<file path="src/rtl/obs_l4_submul_scheduler.sv">
// rtl/obs_l4_submul_scheduler.sv - OBS-split 24x24 GF(2) multiply sequencer around one shared 12x12 sub-multiplier
// Half-products are collected by tag and recombined by overlap_module_24bit.

module overlap_module_24bit (
  input  logic [22:0] in1,
  input  logic [22:0] in2,
  input  logic [22:0] in3,
  input  logic [22:0] in4,
  output logic [46:0] p
);
  // Even terms interleave Ae*Be with the x^2-shifted Ao*Bo; odd terms are the two cross products.
  always_comb begin
    p = '0;
    p[0]  = in1[0];
    p[46] = in4[22];
    for (int i = 1; i < 23; i++) begin
      p[2*i] = in1[i] ^ in4[i-1];
    end
    for (int i = 0; i < 23; i++) begin
      p[2*i+1] = in2[i] ^ in3[i];
    end
  end
endmodule

module obs_l4_submul_scheduler #(
  parameter int N   = 24,
  parameter int TMO = 255
) (
  input  logic         clk,
  input  logic         rst_n,
  input  logic         in_valid,
  output logic         in_ready,
  input  logic [N-1:0] a_in,
  input  logic [N-1:0] b_in,
  output logic         sm_req_valid,
  input  logic         sm_req_ready,
  output logic [11:0]  sm_a,
  output logic [11:0]  sm_b,
  output logic [1:0]   sm_tag,
  input  logic         sm_rsp_valid,
  input  logic [1:0]   sm_rsp_tag,
  input  logic [22:0]  sm_rsp_data,
  output logic         out_valid,
  input  logic         out_ready,
  output logic [46:0]  p_out,
  output logic         busy,
  output logic         err_dup,
  output logic         err_tmo
);
  localparam int TW = (TMO > 0) ? $clog2(TMO + 1) : 1;

  typedef enum logic [1:0] {S_IDLE, S_ISSUE, S_WAIT, S_DONE} state_t;
  state_t state, state_nxt;

  logic [11:0]       ae, ao, be, bo;
  logic [11:0]       ae_in, ao_in, be_in, bo_in;
  logic [1:0]        ic, ic_inc;
  logic [3:0]        got, got_nxt;
  logic [3:0][22:0]  r, r_nxt;
  logic [TW-1:0]     wd;
  logic [46:0]       p_comb;
  logic              accept, req_hs, last_hs, rsp_take, all_got, wd_fire;

  always_comb begin
    for (int i = 0; i < 12; i++) begin
      ae_in[i] = a_in[2*i];
      ao_in[i] = a_in[2*i+1];
      be_in[i] = b_in[2*i];
      bo_in[i] = b_in[2*i+1];
    end
  end

  assign accept   = in_valid && (state == S_IDLE);
  assign req_hs   = sm_req_valid && sm_req_ready;
  assign last_hs  = req_hs && (ic == 2'd3);
  assign ic_inc   = ic + 2'd1;
  assign rsp_take = sm_rsp_valid && (state == S_ISSUE || state == S_WAIT) && !got[sm_rsp_tag];

  // Fold the same-cycle response in so the product can be registered on the edge that completes it.
  always_comb begin
    r_nxt   = r;
    got_nxt = got;
    if (rsp_take) begin
      r_nxt[sm_rsp_tag]   = sm_rsp_data;
      got_nxt[sm_rsp_tag] = 1'b1;
    end
  end

  assign all_got = &got_nxt;
  assign wd_fire = (TMO != 0) && (state == S_WAIT) && !sm_rsp_valid && (wd == TW'(TMO - 1));

  overlap_module_24bit u_comb (
    .in1 (r_nxt[0]),
    .in2 (r_nxt[1]),
    .in3 (r_nxt[2]),
    .in4 (r_nxt[3]),
    .p   (p_comb)
  );

  always_ff @(posedge clk) begin
    if (!rst_n) state <= S_IDLE;
    else        state <= state_nxt;
  end

  always_comb begin
    state_nxt = state;
    case (state)
      S_IDLE:  if (accept) state_nxt = S_ISSUE;
      S_ISSUE: if (last_hs) state_nxt = all_got ? S_DONE : S_WAIT;
      S_WAIT: begin
        if (all_got)      state_nxt = S_DONE;
        else if (wd_fire) state_nxt = S_IDLE;
      end
      S_DONE:  if (out_ready) state_nxt = S_IDLE;
      default: state_nxt = S_IDLE;
    endcase
  end

  assign in_ready  = (state == S_IDLE);
  assign busy      = (state != S_IDLE);
  assign out_valid = (state == S_DONE);
  assign sm_tag    = ic;

  always_ff @(posedge clk) begin
    if (!rst_n) begin
      ae           <= '0;
      ao           <= '0;
      be           <= '0;
      bo           <= '0;
      ic           <= '0;
      sm_req_valid <= 1'b0;
      sm_a         <= '0;
      sm_b         <= '0;
      got          <= '0;
      r            <= '0;
      wd           <= '0;
      p_out        <= '0;
      err_dup      <= 1'b0;
      err_tmo      <= 1'b0;
    end else begin
      r   <= r_nxt;
      got <= got_nxt;
      if (sm_rsp_valid && !rsp_take) err_dup <= 1'b1;
      if (wd_fire)                   err_tmo <= 1'b1;
      wd <= (state == S_WAIT && !sm_rsp_valid) ? wd + TW'(1) : '0;
      if (accept) begin
        ae           <= ae_in;
        ao           <= ao_in;
        be           <= be_in;
        bo           <= bo_in;
        ic           <= 2'd0;
        got          <= 4'd0;
        sm_req_valid <= 1'b1;
        sm_a         <= ae_in;
        sm_b         <= be_in;
      end else if (req_hs) begin
        // Tag bit 1 selects the odd A half, tag bit 0 the odd B half.
        if (ic == 2'd3) begin
          sm_req_valid <= 1'b0;
        end else begin
          ic   <= ic_inc;
          sm_a <= ic_inc[1] ? ao : ae;
          sm_b <= ic_inc[0] ? bo : be;
        end
      end
      if (state_nxt == S_DONE && state != S_DONE) p_out <= p_comb;
    end
  end
endmodule

</file>
<file path="config.mk">
export PLATFORM = sky130hd
export DESIGN_NAME = obs_l4_submul_scheduler
export DESIGN_NICKNAME = d
export VERILOG_FILES = /design/src/rtl/obs_l4_submul_scheduler.sv
export SDC_FILE = /design/constraint.sdc
export NUM_CORES = 1
export LEC_CHECK = 0
export BUFFER_PORTS_ARGS = -buffer_cell sky130_fd_sc_hd__buf_2
export CAP_MARGIN = 10
export CORE_MARGIN = 4
export CORE_UTILIZATION = 51
export DETAILED_ROUTE_END_ITERATION = 6
export PLACE_DENSITY_LB_ADDON = 0.2
export SETUP_SLACK_MARGIN = 0.3
export SYNTH_ARGS = -nofsm -noshare
export SYNTH_HDL_FRONTEND = slang
export SYNTH_SLANG_ARGS = --single-unit
</file>
<file path="constraint.sdc">
create_clock -name clk -period 2.6 [get_ports clk]
set_clock_uncertainty 0.15 [all_clocks]
set_input_delay 0.39 -clock clk [delete_from_list [all_inputs] [get_ports clk]]
set_output_delay 0.39 -clock clk [all_outputs]
set_load 0.01 [all_outputs]
</file>
Word-level counts from Yosys, hierarchy flattened
Index checks and enable logic that the tools add are counted.
{"block": "word_totals", "register_bits": 230, "output_inout_bits": 79, "wordCells": 129}
{"block": "op_classes", "add_sub_neg": 2, "order_cmp": 2, "eq_ne": 8, "mux": 27, "n_bitwise": 48, "n_reduce_logical": 24}
{"cell": "$mux 12", "n": 8}
{"cell": "$bwmux 92", "n": 1}
{"cell": "$mux 92", "n": 1}
{"cell": "$demux 23 s2", "n": 1}
{"cell": "$xor 1x1->1", "n": 45}
{"cell": "$mux 23", "n": 1}
{"cell": "$logic_and 1x1->1", "n": 10}
{"cell": "$mux 2", "n": 5}
{"cell": "$add 8x1->8 const B", "n": 1}
{"cell": "$eq 2x2->1 const B", "n": 4}
{"cell": "$eq 8x8->1 const B", "n": 1}
{"cell": "$pmux 2 s4", "n": 1}
{"cell": "$reduce_and 2->1", "n": 4}
{"cell": "$mux 1", "n": 6}
{"cell": "$reduce_bool 2->1", "n": 3}
{"cell": "$mux 4", "n": 1}
{"cell": "$ne 2x2->1 const B", "n": 2}
{"cell": "$or 4x4->4", "n": 1}
{"cell": "$reduce_and 4->1", "n": 1}
{"cell": "$logic_not 1->1", "n": 3}
{"cell": "$lt 2x3->1 const B", "n": 1}
{"cell": "$add 2x1->2 const B", "n": 1}
{"cell": "$bmux 1 s2", "n": 1}
{"cell": "$demux 1 s2", "n": 1}
{"cell": "6 further kinds", "n": 7}

Logic depth before layout (Yosys ltp)
Gate-level depths: netlist (run 1).
{"block": "depth", "ltp_word": 12, "ltp_mapped": 11}

By module
From an unflattened synthesis (run 1), not the netlist that was laid out.
{"block": "hier_totals", "cells_unflattened": 1007, "hier_area_um2": 9794.4}
{"mod": "obs_l4_submul_scheduler", "n_inst": 1, "cells_each": 960, "area_per_inst_um2": 9385.3, "seq_area_each_um2": 4604.4}
{"mod": "overlap_module_24bit", "n_inst": 1, "cells_each": 47, "area_per_inst_um2": 409.1, "seq_area_each_um2": 0.0}

Least setup slack after synthesis (run 1)
No wires, ideal clock.
{"block": "synth_path", "path_kind": "flip-flop to flip-flop", "from": "register state[0]", "to": "register p_out[15]", "setup_ps": 72, "arrival_time_ps": 2319, "required_time_ps": 2378, "path_slack_ps": 60, "stages_incl_launch_ff": 11, "n_path_buf": 2, "period_less_slack_ps": 2540, "cell_sequence": "dfxtp_1 > inv_1 > ha_1 > nor4bb_1 > o21ai_1 > a221oi_2 > a21o_2 > and3_4 > buf_12 > buf_12 > mux2i_1"}
{"block": "synth_between", "elab_chain_len": 11}
{"item": "from (decl)", "line_no": "53", "text": "state_t state, state_nxt;"}
{"item": "from (signal assigned)", "line_no": "102", "text": "else state <= state_nxt;"}
{"item": "$eq 2x1->1 or $eq 2x2->1 (tied branches)", "line_no": "77, 107, 90"}
{"item": "$logic_or 1x1->1", "line_no": "77", "text": "assign rsp_take = sm_rsp_valid && (state == S_ISSUE || state == S_WAIT) && !got[sm_rsp_tag];"}
{"item": "$logic_and 1x1->1 (2 in series)", "line_no": "77"}
{"item": "$mux 4", "line_no": "83", "text": "if (rsp_take) begin"}
{"item": "$reduce_and 4->1", "line_no": "89", "text": "assign all_got = &got_nxt;"}
{"item": "$mux 1", "line_no": "109", "text": "S_ISSUE: if (last_hs) state_nxt = all_got ? S_DONE : S_WAIT;"}
{"item": "$mux 2", "line_no": "109"}
{"item": "$pmux 2 s4", "line_no": "107", "text": "case (state)"}
{"item": "$eq 2x2->1", "line_no": "166", "text": "if (state_nxt == S_DONE && state != S_DONE) p_out <= p_comb;"}
{"item": "$logic_and 1x1->1", "line_no": "166"}
{"item": "to (signal assigned)", "line_no": "166"}
{"item": "to (decl)", "line_no": "45", "text": "output logic [46:0] p_out,"}
Several ways; a longest one is shown, not always the timed one.
A chain may end at the register's enable or synchronous reset.

Worst setup path in the final report (run 1)
{"block": "layout_path", "from": "register state[1]", "to": "register p_out[5]"}
The elaborated chain is that of the path after synthesis.

==> results of run 1 <==
[worst max-delay path, cell delays in order (launching register included)]
cell      delay [ps]
dfxtp_4          380
inv_4             50
ha_4             310
nand3b_4         100
or2_4            260
a221oi_4         300
a21o_2           150
and3_4           270
buf_4            160
buf_16           130
mux2i_1          160
[power groups by stage]
stage	combinational (mW)	clock (mW)	sequential (mW)
after floorplan	0.550	0	3.82
after global placement	0.853	0	3.81
after detailed placement	0.864	0	3.81
after CTS	0.968	3.59	3.74
after global routing	1.13	3.74	3.75
final	1.03	3.53	3.74
[placed cells by master, fill, tap and decap left out, types with 6 or more instances in the layout]
| cell | count |
|---|---|
| a211oi_2 | 18 |
| a21oi_1 | 164 |
| a22oi_1 | 22 |
| a31oi_1 | 23 |
| buf_12 | 13 |
| buf_2 | 157 |
| buf_4 | 21 |
| buf_6 | 7 |
| clkbuf_16 | 28 |
| clkbuf_8 | 6 |
| dfxtp_1 | 228 |
| dlygate4sd3_1 | 60 |
| inv_1 | 27 |
| mux2i_1 | 54 |
| mux2i_2 | 6 |
| mux2i_4 | 14 |
| nand2_1 | 244 |
| nand3_1 | 6 |
| nor2_1 | 89 |
| o211ai_1 | 27 |
| o21ai_0 | 41 |
| o21ai_1 | 8 |
| o22ai_1 | 23 |
| xnor2_1 | 21 |
| xor2_1 | 27 |
[synth_stat cells (2+ instances only)]
cell type,instances,area (um^2)
xor2_1,27,236
buf_12,3,60.1
buf_4,2,15.0
clkbuf_1,64,240
nand3_1,7,35.0
nor3b_2,2,25.0
buf_2,10,50.1
nand2b_1,2,12.5
a211oi_1,10,75.1
ha_1,7,87.6
buf_1,11,41.3
dfxtp_1,230,4600
nor3_1,2,10.0
a221oi_2,2,30.0
or2_1,3,18.8
a41oi_1,3,26.3
mux2i_1,74,741
o22ai_1,23,144
nand2_1,245,920
and3_1,3,18.8
o21ai_0,43,215
a31oi_1,23,144
nand4_1,4,25.0
o21ai_1,8,40.0
a22oi_1,22,165
inv_1,29,109
nor2_1,91,342
a211oi_2,12,150
a21oi_1,166,831
xnor2_1,25,219
o211ai_1,27,203
or3_1,3,18.8
and2_1,3,18.8
[registers in the layout (all words and copies together) (netlist names)]
| register | count |
|---|---|
| got | 4 |
| r | 92 |
| wd | 8 |
| err_tmo | 1 |
| sm_a | 12 |
| sm_b | 12 |
| sm_req_valid | 1 |
| ao | 12 |
| bo | 12 |
| state | 2 |
| sm_tag | 2 |
| err_dup | 1 |
| p_out | 47 |
| be | 12 |
| ae | 12 |
[layout make-up]
cell class,instances,area (um^2),share of cell area
multi-input combinational,847,5290,0.400
sequential,230,4610,0.348
timing repair buffer,265,2060,0.155
clock buffer,35,723,0.0546
tap,260,325,0.0246
inverter,30,123,0.00926
clock inverter,9,104,0.00785
antenna,1,2.50,0.000189
[through the flow]
stage | util | setup WS (ps) | hold WS, ps | power [mW] | instance area, um^2
6_report | 0.696 | 119 | 23.2 | 8.29 | 13200
5_1_grt | 0.696 | 13.7 | 17.1 | 8.62 | 13200
4_1_cts | 0.672 | 168 | 0.821 | 8.30 | 12800
3_5_place_dp | 0.583 | 117 | 294 | 4.68 | 11100
3_3_place_gp | 0.583 | 169 | 289 | 4.66 | 11100
2_1_floorplan | - | 285 | 286 | 4.37 | 10000
[how the worst min path moves through the flow]
stage / startpoint / to / slack [ps] / depth (start not counted)
2_1_floorplan: ae[0] / ae[0] / 290 / 2
3_3_place_gp: p_out[0] / p_out[0] / 290 / 2
3_5_place_dp: p_out[23] / p_out[23] / 290 / 2
4_1_cts: b_in[22] / be[11] / 0.8 / 3
5_1_grt: sm_rsp_data[3] / r[49] / 20 / 3
6_report: sm_rsp_data[14] / r[60] / 20 / 3
[timing repair]
| action | CTS | global route |
|---|---|---|
| endpoints found under the setup margin | 46 | 55 |
| setup buffers | 9 | 7 |
| resized for setup | 24 | 59 |
| hold buffers | 60 | 0 |
| endpoints found under the hold margin | 86 | 0 |
| gates cloned | 3 | 3 |
| pin swaps | 3 | 16 |
[kinds of logic (layout without fill, tap and decap cells)]
| kind of cell | after synthesis | count (layout) | synth area share |
|---|---|---|---|
| AND/OR/NAND/NOR | 371 | 371 | 0.150 |
| AO/OA/AOI/OAI | 342 | 342 | 0.206 |
| flip-flops | 230 | 230 | 0.461 |
| buffers and inverters | 121 | 339 | 0.0531 |
| multiplexers | 75 | 75 | 0.0763 |
| XOR/XNOR | 52 | 52 | 0.0456 |
| adder cells (fa/ha/maj) | 7 | 7 | 0.00876 |
| other | 0 | 1 | 0 |
[metal layers]
layer | global-route usage | share of wire | vias to the layer above
met3 | 0.0451 | 0.059 | 47
met2 | 0.398 | 0.49 | 275
met1 | 0.299 | 0.43 | 4333
met4 | 0.0697 | 0.028 | 0
li1 | - | - | 4525
met5 | 0 | 0 | -
==> out/metrics.cfg, run 1 <==
[run_status]
status=finished, final reports clean

[worst_setup_path]
rr_startpoint=state[1]
crit_start=state[1]
critPathRequiredTime_ps=2900
cp_max_fo=6
crit_end=p_out[5]
arrival_ps=2780
crit_path_start_kind=flip-flop
r2r-end=p_out[5]
endpoint_kind=flip-flop
reg2regPathDepth=10
crit_type=flip-flop to flip-flop
rrSetupSlack_ps=120

[floorplanning]
start_util=0.526
fp.dieArea_um2=21900
coreArea_um2=19000
die_w_um=148
die_h_um=148
row_count=50
io_pins=158

[placed_design]
io_buffer_count=157
hpwl_um=16000
dp.cells=1550
globalplace.congestion=0.829

[detailed_routing]
detail_route.wl_per_cell_um=16.3
wl_um=27300
avgViaCountPerCell=5.47
num_vias=9180
firstDrtPassIters=5
drt_iter0_drc=485
drc=0
ant_nets=0

[pwr]
peakVddDrop_uv=457
leakage_nw=5.18
p_int_mw=6.22
power.density_nw_per_um2=627
p_sw_frac=0.250
combPwrFrac=0.124
clock_power_share=0.425
p_sw_mw=2.07
seqPwrFrac=0.451

[logic_synthesis]
synthCells=1198
ys_types=45
syn_area_per_cell_um2=8.35
syn_nets=1284
seq_area_frac_synth=0.461
synth.cell_area_um2=10000
synth_edf_count=0
synth-seq-cells=230
yosysWarnings=0
synthArstFlopShare=0
ys.flop_type=dfxtp_1

[cells_and_area]
num-nets-final=1485
syn2layout_area_growth_pct=32.4
n_fill_cell=1517
fin_cells=1677
drive_gt1_frac=0.227

[timing]
finalSetupViolations=0
timing.setup.tns_ps=0
rsz0062_at_grt=yes
report.final.slew_viol_count=0
finalHoldViolCount=0
max-slew-margin-rel=0.643
post-route-period-util=0.954
fin_crit_ps=2480
fmax_ghz=0.403
tightest_slew_ps=536

[global_route]
grt_pass1_wl_um=43100
grt-ovfl-total=0
grt_pass1_vias=8701
grt_max_degree=85
grt_usage=0.233
grt_antenna_before_repair=1

[hold_path]
hold_class=primary input to flip-flop

[cts]
insertion_delay_ps=520
clkSinkCount=230
numCtsBuffers=25
cts_root_buffer=clkbuf_16
clk_pin_slew_ps=60
cts_tree=done
htree_levels=1
clockBufferDepth=3

[job]
cap_violations=0

Note: power is estimated with default switching activity, not from simulation.
==> run 2, diff against run 1 <==
Settings changed: CORE_UTILIZATION 51 to 57.
Clock period 2.6 ns to 2.4 ns, I/O delays scaled along.
==> run 2 against run 1 <==
  * Largest power group unchanged
  * Sequential share of layout area shrank 0.58 points
  * Via count is 3.9% higher
  * The run now ends with negative setup slack left
  * Final area rose by 1.8%
==> out/metrics.cfg, run 2 (synthesis gave the netlist of run 1 again) <==
[hold_path]
min-delay-start=sm_rsp_data[0]
hold_class=primary input to flip-flop

[detailed_routing]
drt_iter0_drc=655  ; +35%
detail_route.wl_per_cell_um=17.7  ; +8.4%
num_vias=9535  ; +3.9%
wl_um=29500  ; +8.0%
drc=0  ; unchanged
avgViaCountPerCell=5.71  ; +4.3%
firstDrtPassIters=5  ; unchanged
ant_nets=0  ; unchanged

[timing]
fmax_ghz=0.401  ; -0.58%
tightest_slew_ps=439  ; -96.8 ps
rsz0062_at_grt=yes
fin_crit_ps=2500  ; +14.6 ps
post-route-period-util=1.04  ; +0.0856
finalHoldViolCount=0  ; unchanged
finalWorstSetupSlack_ps=-95.2  ; -215 ps
max-slew-margin-rel=0.707  ; +0.0646
report.final.slew_viol_count=0  ; unchanged
timing.setup.tns_ps=-1100  ; -1100 ps
finalSetupViolations=32  ; +32

[floorplanning]
die_h_um=140  ; -5.1%
die_w_um=140  ; -5.1%
coreArea_um2=17200  ; -9.4%
fp.dieArea_um2=19700  ; -10%
io_pins=158  ; unchanged
row_count=48  ; -4.0%
start_util=0.580  ; +0.0543

[cells_and_area]
final_common_cell=nand2_1
largest-register=r
fin_area_um2=13500  ; +1.8%
top_regs=r: 92 flops, p_out: 47 flops
n_fill_cell=1148  ; -24%
drive_gt1_frac=0.242  ; +0.0148
layout_common_cells=nand2_1, dfxtp_1, buf_2
num-nets-final=1513  ; +1.9%
largest_reg_flops=92  ; unchanged
fin_cells=1670  ; -0.42%
syn2layout_area_growth_pct=34.8
diodes=0  ; -1

[global_route]
grt_usage=0.272  ; +0.0396
grt_pass1_vias=9214  ; +5.9%
grt-ovfl-total=0  ; unchanged
grt_max_degree=76  ; -11%
grt_antenna_before_repair=0  ; -1
grt_pass1_wl_um=45300  ; +5.0%

[placed_design]
placed_cell_area_um2=11200  ; +0.52%
io_buffer_count=157  ; unchanged
globalplace.congestion=0.852  ; +2.7%
hpwl_um=16000  ; -0.54%
dp.cells=1521  ; -1.9%

[cts]
cts_tree=done
clk_pin_slew_ps=60  ; about the same
clkSinkCount=230  ; unchanged
clockBufferDepth=3  ; unchanged
numCtsBuffers=25  ; unchanged
cts_root_buffer=clkbuf_16
insertion_delay_ps=510  ; about the same
htree_levels=1  ; unchanged

[worst_setup_path]
arrival_ps=2770  ; about the same
crit_path_start_kind=flip-flop
critPathRequiredTime_ps=2670  ; -230 ps
rr_startpoint=state[1]
crit_type=flip-flop to flip-flop
cp_max_fo=5  ; -1
crit_start=state[1]
endpoint_kind=flip-flop

[pwr]
peakVddDrop_uv=585  ; +28%
power.density_nw_per_um2=660  ; +5.3%
leakage_nw=5.31  ; +2.6%

[job]
cap_violations=0  ; unchanged

[run_status]
status=complete, but fails checks
violations=negative setup slack

-- run 2: changes by cell type in the layout (fill, tap and decap cells not counted), sizes merged --
cell         change
clkinvlp         -2
diode            -1
dlygate4sd3      +9
clkbuf           +6
bufinv           -2
inv              -1
buf             +18
bufbuf           +1
-- run 2: through the flow --
step	hold WS [ps]	utilization	setup WS [ps]	power, mW
2_1_floorplan	286	-	85.3	4.73
3_3_place_gp	287	0.647	78.4	5.07
3_5_place_dp	296	0.647	-46.4	5.09
4_1_cts	0.304	0.760	13.9	8.84
5_1_grt	25.9	0.782	-160	9.20
6_report	26.5	0.782	-95.2	8.89
-- run 2: per-layer routing --
layer,up-vias,global-route usage,part of all wire
li1,4576,-,-
met3,67,0.0502,0.071
met2,387,0.485,0.50
met1,4505,0.328,0.40
met4,0,0.0948,0.028
met5,-,0,0
-- run 2: worst paths after layout --
path               endpoint  slack, ps  cells after the start
setup / recovery  p_out[41]       -100                     10
hold / removal        r[23]         30                      3
setup reg to reg  p_out[41]       -100                     10
hold reg to reg       wd[0]        300                      1
-- run 2: worst max-delay path, cell delays in order (launching register included) --
cell,delay [ps]
dfxtp_4,360
inv_4,50
ha_4,300
nand3b_4,90
or2_4,250
a221oi_2,330
a21o_2,160
and3_4,270
buf_6,120
buf_12,110
mux2i_1,200
-- run 2: what timing repair did --
item / CTS / global route
hold endpoints to repair: 112 / 0
setup buffers: 16 / 11
endpoints found under the setup margin: 78 / 75
hold buffers: 69 / 0
gates resized for setup: 53 / 42
pin swaps: 13 / 7
cloned: 4 / 4
-- run 2: where the power goes --
| group | internal [mW] | switching [mW] | total (mW) |
|---|---|---|---|
| registers | 3.96 | 0.0886 | 4.05 |
| clock network | 2.11 | 1.48 | 3.59 |
| logic | 0.556 | 0.694 | 1.25 |
| total | 6.62 | 2.26 | 8.89 |
-- run 2: final cells by class --
class	instances	area, um^2	share of cell area
clock buffer	41	746	0.0553
tap	225	282	0.0209
sequential	230	4620	0.343
inverter	30	123	0.00910
timing repair buffer	293	2390	0.177
multi-input combinational	847	5300	0.393
clock inverter	4	20.0	0.00149
